==> config.mk <==
export PLATFORM = sky130hd
export DESIGN_NAME = dice_roller
export DESIGN_NICKNAME = d
export VERILOG_FILES = /design/src/rtl/dice_roller.sv
export SDC_FILE = /design/constraint.sdc
export NUM_CORES = 1
export LEC_CHECK = 0
export ABC_AREA = 1
export BUFFER_PORTS_ARGS = -buffer_cell sky130_fd_sc_hd__buf_4
export CAP_MARGIN = 20
export CORE_MARGIN = 4
export CORE_UTILIZATION = 50
export CTS_CLUSTER_SIZE = 10
export DETAILED_ROUTE_END_ITERATION = 7
export PLACE_DENSITY = 0.84
export SYNTH_ARGS = -nofsm -noshare
export SYNTH_HDL_FRONTEND = slang
export SYNTH_SLANG_ARGS = --single-unit
==> constraint.sdc <==
create_clock -name clock -period 1.4 [get_ports clock]
set_input_delay 0.21 -clock clock [delete_from_list [all_inputs] [get_ports clock]]
set_output_delay 0.21 -clock clock [all_outputs]
set_load 0.02 [all_outputs]
==> src/rtl/dice_roller.sv <==
// Two-die roller: free-running face counters are sampled while the button is held,
// animating the display every TICK_DIV cycles, and latched as the result on release.
module dice_roller #(
    parameter int TICK_DIV = 4,
    parameter int MIN_HOLD = 8
) (
    input  logic       clock,
    input  logic       reset,
    input  logic       roll,
    output logic [3:0] dice1,
    output logic [3:0] dice2,
    output logic [3:0] sum,
    output logic       display_en,
    output logic       valid,
    output logic       busy
);
    localparam int TW = (TICK_DIV > 1) ? $clog2(TICK_DIV) : 1;
    localparam int HW = $clog2(MIN_HOLD + 1);

    typedef enum logic {IDLE, ROLLING} state_t;

    state_t        state, state_next;
    logic [2:0]    c1, c2;
    logic          roll_q;
    logic [TW-1:0] tick_cnt;
    logic [HW-1:0] hold_cnt;
    logic          press, tick, finish;

    assign press = roll & ~roll_q;
    assign busy  = (state == ROLLING);

    always_ff @(posedge clock) begin
        if (reset) state <= IDLE;
        else       state <= state_next;
    end

    always_comb begin
        state_next = state;
        tick       = 1'b0;
        finish     = 1'b0;
        case (state)
            IDLE: if (press) state_next = ROLLING;
            ROLLING: begin
                tick = (tick_cnt == TW'(TICK_DIV - 1));
                if (!roll && hold_cnt == HW'(MIN_HOLD)) begin
                    finish     = 1'b1;
                    state_next = IDLE;
                end
            end
            default: state_next = IDLE;
        endcase
    end

    always_ff @(posedge clock) begin
        if (reset) begin
            // roll_q starts high so a button held through reset is not a press
            roll_q     <= 1'b1;
            c1         <= 3'd1;
            c2         <= 3'd1;
            tick_cnt   <= '0;
            hold_cnt   <= '0;
            dice1      <= 4'd0;
            dice2      <= 4'd0;
            sum        <= 4'd0;
            display_en <= 1'b0;
            valid      <= 1'b0;
        end else begin
            roll_q <= roll;
            c1     <= (c1 == 3'd6) ? 3'd1 : c1 + 3'd1;
            if (c1 == 3'd6) c2 <= (c2 == 3'd6) ? 3'd1 : c2 + 3'd1;

            display_en <= tick | finish;
            valid      <= finish;

            if (state == IDLE) begin
                if (press) begin
                    tick_cnt <= '0;
                    hold_cnt <= '0;
                end
            end else begin
                if (hold_cnt != HW'(MIN_HOLD)) hold_cnt <= hold_cnt + 1'b1;
                tick_cnt <= tick ? '0 : tick_cnt + 1'b1;
                // exit and tick share one latch of the pre-advance faces
                if (tick || finish) begin
                    dice1 <= {1'b0, c1};
                    dice2 <= {1'b0, c2};
                end
                if (finish) sum <= {1'b0, c1} + {1'b0, c2};
            end
        end
    end
endmodule

After elaboration in Yosys (flattened, before gate mapping)
Index checks and enable logic that the tools add are counted.
{"block": "word_totals", "regBits": 26, "latch_bits": 0, "ramBits": 0, "romBits": 0, "out_inout_bits": 15, "word_cells": 47, "n_memories": 0}
{"block": "classes", "addsub": 5, "multipliers": 0, "div_mod_pow": 0, "order_cmp": 0, "eq_ne": 6, "shift": 0, "mux": 13, "bitwise_logic": 4, "n_reduce_logical": 8}
{"operator": "4-bit 2-to-1 mux", "count": 3}
{"operator": "3-bit by 1-bit adder with 3-bit output, second input constant", "count": 2}
{"operator": "3-bit equality test, second input constant", "count": 2}
{"operator": "2-bit 2-to-1 mux", "count": 3}
{"operator": "2-bit AND reduction", "count": 3}
{"operator": "1-bit 2-to-1 mux", "count": 5}
{"operator": "3-bit by 3-bit adder with 4-bit output", "count": 1}
{"operator": "4-bit by 1-bit adder with 4-bit output, second input constant", "count": 1}
{"operator": "4-bit equality test, second input constant", "count": 1}
{"operator": "4-bit inequality test, second input constant", "count": 1}
{"operator": "3-bit 2-to-1 mux", "count": 1}
{"operator": "2-bit by 1-bit adder with 2-bit output, second input constant", "count": 1}
{"operator": "2-bit equality test, second input constant", "count": 1}
{"operator": "2-bit by 1-bit inequality test with 1-bit output, second input constant", "count": 1}
{"operator": "1-bit NOT", "count": 2}
{"operator": "1-bit one-hot mux with 2 select lines", "count": 1}
{"operator": "2-bit nonzero test", "count": 1}
{"operator": "2-bit OR reduction", "count": 1}
{"operator": "1-bit bitwise AND", "count": 1}
{"operator": "1-bit logical AND", "count": 1}
{"operator": "1-bit zero test", "count": 1}
{"operator": "1-bit logical OR", "count": 1}
{"operator": "1-bit OR", "count": 1}

Longest topological paths before layout
Gate-level depths: netlist of the first run.
{"block": "logic_depth", "depth_word": 6, "ltp_mapped": 8, "depth_no_buf": 8}

Worst setup path after synthesis of the first run
No wires, ideal clock.
{"block": "synth_timing", "path_type": "register to register", "startpoint": "register c1[0]", "endpoint": "register sum[2]", "setup_time_ns": 0.070, "arrival_time_ns": 1.271, "required_time_ns": 1.330, "path_slack_ns": 0.059, "stages_incl_launch_ff": 7, "path_buffers": 0, "period_less_slack_ns": 1.341, "path_cell_list": "dfxtp_1 -> ha_1 -> inv_1 -> fa_1 -> xnor2_1 -> nand3_1 -> a21oi_1"}
{"block": "synth_via", "elab_chain_len": 1}
{"element": "start: declaration", "line_no": "23", "text": "logic [2:0] c1, c2;"}
{"element": "start signal: assignment", "line_no": "69", "text": "c1 <= (c1 == 3'd6) ? 3'd1 : c1 + 3'd1;"}
{"element": "3-bit by 3-bit adder with 4-bit output", "line_no": "88", "text": "if (finish) sum <= {1'b0, c1} + {1'b0, c2};"}
{"element": "end signal: assignment", "line_no": "88"}
{"element": "end: declaration", "line_no": "12", "text": "output logic [3:0] sum,"}
No other way between the ends.
A chain may end at the register's enable or synchronous reset.

Worst setup path after layout of the first run
Same ends and word-level chain as after synthesis.

==> results.cfg, run 1 <==
[synthesis]
synth_top_area_cell = dfxtp_1
synth_cell_type_count = 21
synth_top_family_by_area = simple AND/OR/NAND/NOR gates
synth_ff_type = dfxtp_1
synth_xor_area_share_pct = 2.11
synth.avg_cell_area_um2 = 7.79
syn-cell-area_mm2 = 0.00125
synth_top_cell_area_share_pct = 41.8
yosys.area_share.simple_pct = 24.1
synth_compound_gate_area_share_pct = 11.2
synthArstFlopShare_pct = 0
synth_fa_ha_area_share_pct = 9.64
synthCells = 160
synth_common_cells = dfxtp_1, nand2_1, inv_1
ys_warn_count = 0
synth.top_cells.by_area = dfxtp_1, ha_1, nand2_1
yosysMostFrequentCell = dfxtp_1
ys_seq_elements = 26
seq_area_frac_synth_pct = 41.8
synth.area.mux_share_pct = 0
synth_edf_count = 0

[route]
drt_first_pass_iters = 4
drc = 0
via_per_inst = 5.27
wirelength_um = 2610
wl_per_cell_um = 12.5
ant_nets = 0
first_iter_violations = 19
num_vias = 1096

[sta]
finalCritPeriodShare_pct = 99.4
fin_setup_tns_ps = 0
slew_viol_final = 0
min_period_ps = 1390
grt_setup_unrepaired = yes
setup_viol = 0
fmax_mhz = 719
hold_viol = 0
clock_skew_ps = 8.61
holdWs_ps = 152

[power]
power.density_mw_per_mm2 = 911
sw_frac_of_total_pct = 25.5
finalPower_uw = 1320
pwr-share-comb_pct = 11.7
switchingPower_uw = 336
p_int_uw = 983
peakVddDrop_mv = 0.562
p_leak_uw = 0.000687
p_clk_share_pct = 29.4
power_frac_seq_pct = 59.0

[grt]
grt_pass1_wl_um = 4540
antenna_found_initial = 0
grt_max_degree = 19
grt_overflow = 0
grt_pass1_vias = 1094
track_usage_pct = 17.1

[die]
die_w_um = 57.9
die_h_um = 57.9
start_util_pct = 54.2
rows = 17
pin_count = 18
fp.dieArea_mm2 = 0.00336
core_mm2 = 0.00230

[final_layout]
fin_area_mm2 = 0.00145
final_util_pct = 63.0
multi_input_area_um2 = 601
nNetsFinal = 193
drive_above_1_share_pct = 21.7
regArea_um2 = 524
fillCellCount = 197
insertedDiodeCount = 0
area_growth_pct = 16.2

[clocking]
cts.htree.levels = 1
cts_tree = yes
cts_max_path_buffers = 2
cts-buffers-inserted = 3
clk_latency_ps = 330
cts_root_buf = clkbuf_4
clkTransAtPathRegs_ps = 150
clock-sinks = 26

[critical_path]
required_ps = 1670
slowest_stage = fa_1
regToRegStartpoint = c1[0]
reg2regPathDepth = 6
path_max_fanout = 2
crit_chain = ha_1 > inv_1 > fa_1 > xnor2_1 > nand3_1 > a21oi_1
crit_type = reg -> reg
end_kind = flip-flop
start_kind = flip-flop
r2r_slack_ps = 9
slowest_delay_ps = 380
rr_endpoint = sum[2]
cp.arrival_ps = 1660

[worst_hold_path]
hp-start = reset
holdPathEnd = sum[3]
min_path_cells = 2
hp-class = in -> reg

[run_status]
status = completed

[placed_design]
dp.final_hpwl_um = 1880
portBuffers = 15
placed_cell_area_mm2 = 0.00140
gp_congestion = 0.776

[flow_run]
cap_viol_max_count = 0
==> placed cells by master (no fill, tap or decap), drive strengths merged <==
cell type and count:
xor2 1, nor2 18, nand4 1, dfxtp 26
nand2 27, o21ai 4, inv 23, xnor2 2
a21oi 21, clkbuf 4, conb 2, nor3 1
nand3 19, fa 1, ha 8, buf 22
==> what timing repair did <==
action / 4_1_cts / 5_1_grt
setup endpoints to repair: 1 / 16
buffers inserted: 0 / 0
hold buffers: 0 / 0
pin swaps: 0 / 0
resized for setup: 2 / 4
==> worst max path at each step <==
stage / start / endpoint / slack, ps / cells after the start
finish: c1[0] / sum[2] / 9 / 6
global route: hold_cnt[0] / dice1[0] / -70 / 8
CTS: c1[0] / sum[2] / 4 / 6
detailed placement: c1[0] / sum[2] / 20 / 6
global placement: c1[0] / sum[2] / 90 / 6
floorplan: c1[0] / sum[2] / 60 / 6
==> area by class of cell <==
cell class	instances	area share, %
Timing Repair Buffer	22	11.4
Sequential cell	26	36.2
Tap cell	28	2.42
Inverter	23	5.96
Multi-Input combinational cell	105	41.5
Clock buffer	4	2.51
==> layer usage <==
layer | vias up | GRT usage, % | part of all wire (%)
li1 | 544 | - | -
met3 | 10 | 2.00 | 5.0
met2 | 33 | 29.5 | 47
met4 | 0 | 9.93 | 2.8
met1 | 509 | 20.3 | 45
met5 | - | 0 | 0
==> registers in the layout, summed over array words and instances (netlist names) <==
name and flops:
hold_cnt 4, sum 4, c1 3, c2 3, dice1 3, dice2 3
tick_cnt 2, busy 1, display_en 1, roll_q 1, valid 1
==> per-stage QoR <==
| stage | cells | setup WS, ps |
|---|---|---|
| 2_1_floorplan | 161 | 58.6 |
| 3_3_place_gp | 204 | 94.3 |
| 3_5_place_dp | 204 | 23.4 |
| 4_1_cts | 208 | 3.59 |
| 5_1_grt | 208 | -69.0 |
| 6_report | 208 | 8.80 |
==> critical path, delay by kind of cell (launching register included) <==
| family | cells | cell delay [ps] |
|---|---|---|
| XOR/XNOR | 1 | 160 |
| AND/OR/NAND/NOR | 1 | 90 |
| AO/OA/AOI/OAI | 1 | 120 |
| flip-flops | 1 | 360 |
| adder cells (fa/ha/maj) | 2 | 540 |
| buffers and inverters | 1 | 50 |
==> power groups by stage <==
stage / clock network [uW] / logic (uW) / registers [uW]
floorplan: 0 / 98.7 / 798
global placement: 0 / 144 / 791
detailed placement: 0 / 151 / 793
CTS: 390 / 153 / 777
global route: 425 / 172 / 781
finish: 387 / 154 / 778
==> cell families (layout without fill, tap and decap cells) <==
group,Yosys count,after routing
compound gates,25,25
xor+xnor,3,3
buf+inv,30,49
simple gates,66,66
fa+ha+maj,9,9
flops,26,26
other cells,1,2
Note: power is estimated with default switching activity, not from simulation.
==> run 2, diff against run 1 <==
Settings changed: CORE_UTILIZATION 50 to 55, PLACE_DENSITY 0.84 to 0.87.
Clock period 1.4 ns to 1.3 ns, I/O delays scaled along.
==> run 2 against run 1 <==
Effect of this change: the flow now finishes with violations (setup timing); cell area increased by 8.5%; sequential power increased by 7.7%; sequential share of layout area decreased by 2.5 points; wire length increased by 18%; first-iteration DRC count increased to 3.7 times the previous value; register-to-register slack got worse by 60 ps; worst hold slack got worse by 22 ps; combinational power increased by 45%; cell count increased by 1.9%; clock power increased by 47%.
==> results.cfg, run 2 (synthesis results as in run 1) <==
[grt]
grt_pass1_wl_um = 4710
grt_max_degree = 16
grt_overflow = 0
grt_pass1_vias = 1119
antenna_found_initial = 0
track_usage_pct = 18.9

[placed_design]
dp.final_hpwl_um = 1930
portBuffers = 15
placed_cell_area_mm2 = 0.00142
gp_congestion = 0.860

[sta]
postLayoutSetupSlackWorst_ps = -55.7
grt_setup_unrepaired = yes
min_period_ps = 1360
setup_viol = 7
fin_setup_tns_ps = -276
finalCritPeriodShare_pct = 104
holdWs_ps = 130
hold_viol = 0
slew_viol_final = 0
clock_skew_ps = 12.2
fmax_mhz = 738

[power]
power_frac_seq_pct = 51.5
power.density_mw_per_mm2 = 1040
switchingPower_uw = 405
finalPower_uw = 1630
p_clk_share_pct = 34.8
sw_frac_of_total_pct = 24.9
p_leak_uw = 0.000724
peakVddDrop_mv = 1.62
pwr-share-comb_pct = 13.7
p_int_uw = 1220

[clocking]
clkTransAtPathRegs_ps = 150
cts_max_path_buffers = 2
clk_latency_ps = 340
cts.htree.levels = 1
cts-buffers-inserted = 3
cts_tree = yes
cts_root_buf = clkbuf_4
clock-sinks = 26

[final_layout]
layout_common_cells = buf_4, nand2_1, dfxtp_1
final_util_pct = 76.2
insertedDiodeCount = 0
fin_area_mm2 = 0.00157
final_common_cell = buf_4
regArea_um2 = 529
fillCellCount = 128
nNetsFinal = 198
drive_above_1_share_pct = 31.4
area_growth_pct = 26.0
multi_input_area_um2 = 681
top_regs = hold_cnt x4, sum x4

[critical_path]
startpoint = hold_cnt[0]
slowest_stage = dfxtp_2
rr_endpoint = dice1[0]
crit_chain = inv_2 > ha_4 > nand2_4 > nor2_4 > nand3_2 > a21oi_1 > nor2_1
regToRegStartpoint = hold_cnt[0]
crit_type = reg -> reg
end_kind = flip-flop
cp.arrival_ps = 1610
path_max_fanout = 4
required_ps = 1550
slowest_delay_ps = 360
start_kind = flip-flop
r2r_slack_ps = -60
reg2regPathDepth = 7

[route]
ant_nets = 0
first_iter_violations = 70
drt_first_pass_iters = 4
wl_per_cell_um = 14.5
via_per_inst = 5.54
drc = 0
num_vias = 1175
wirelength_um = 3070

[die]
die_h_um = 55.6
rows = 16
fp.dieArea_mm2 = 0.00309
die_w_um = 55.6
start_util_pct = 60.4
core_mm2 = 0.00206
pin_count = 18

[worst_hold_path]
hp-start = reset
min_path_cells = 2
hp-class = in -> reg
holdPathEnd = hold_cnt[1]

[run_status]
violations = setup timing
status = complete, but fails checks

[flow_run]
cap_viol_max_count = 0
## run 2: cell count changes in the layout (fill, tap and decap cells not counted), sizes merged
cell    previous run  this run
clkbuf             4         3
bufinv             0         1
nand3             19        21
buf               22        25
## run 2: layer usage
metal / global-route usage (%) / routed length (um)
met5: 0 / 0
met4: 7.99 / 112
met3: 3.25 / 279
met2: 33.4 / 1540
met1: 22.2 / 1140
## run 2: area by class of cell
type / count / area share [%]
flip-flops and latches: 26 / 33.7
inverters: 23 / 5.50
well taps: 27 / 2.15
clock buffers: 3 / 1.43
clock inverters: 1 / 1.91
multi-input cells: 107 / 43.3
repair buffers: 25 / 12.0
## run 2: stage by stage
| step | worst slack [ps] | instances |
|---|---|---|
| floorplan | -10.1 | 161 |
| global placement | 22.8 | 205 |
| detailed placement | -108 | 205 |
| CTS | -61.7 | 210 |
| global route | -126 | 212 |
| finish | -55.7 | 212 |
## run 2: power by group through the flow
stage / Clock, uW / Combinational [uW] / Sequential [uW]
2_1_floorplan: 0 / 107 / 860
3_3_place_gp: 0 / 157 / 853
3_5_place_dp: 0 / 164 / 855
4_1_cts: 568 / 176 / 842
5_1_grt: 594 / 241 / 842
6_report: 567 / 223 / 838
## run 2: worst max-delay path by stage
stage                           to  slack [ps]
after floorplan             sum[2]         -10
after global placement    dice2[1]          20
after detailed placement    sum[2]        -110
after CTS                   sum[2]         -60
after global routing        sum[2]        -130
final                     dice1[0]         -60
## run 2: worst max-delay path, delay by kind of cell, from the launching register on
kind | cells | cell delay, ps
DFF | 1 | 360
adders and majority gates | 1 | 150
and+or+nand+nor | 4 | 520
AOI/OAI and AO/OA | 1 | 170
buffers and inverters | 1 | 70
## run 2: timing repair
item | 4_1_cts | 5_1_grt
hold buffers | 0 | 0
pin swaps | 5 | 10
buffers inserted | 0 | 1
endpoints found under the hold margin | 0 | 0
cloned | 1 | 1
gates resized for setup | 10 | 13
endpoints found under the setup margin | 12 | 19
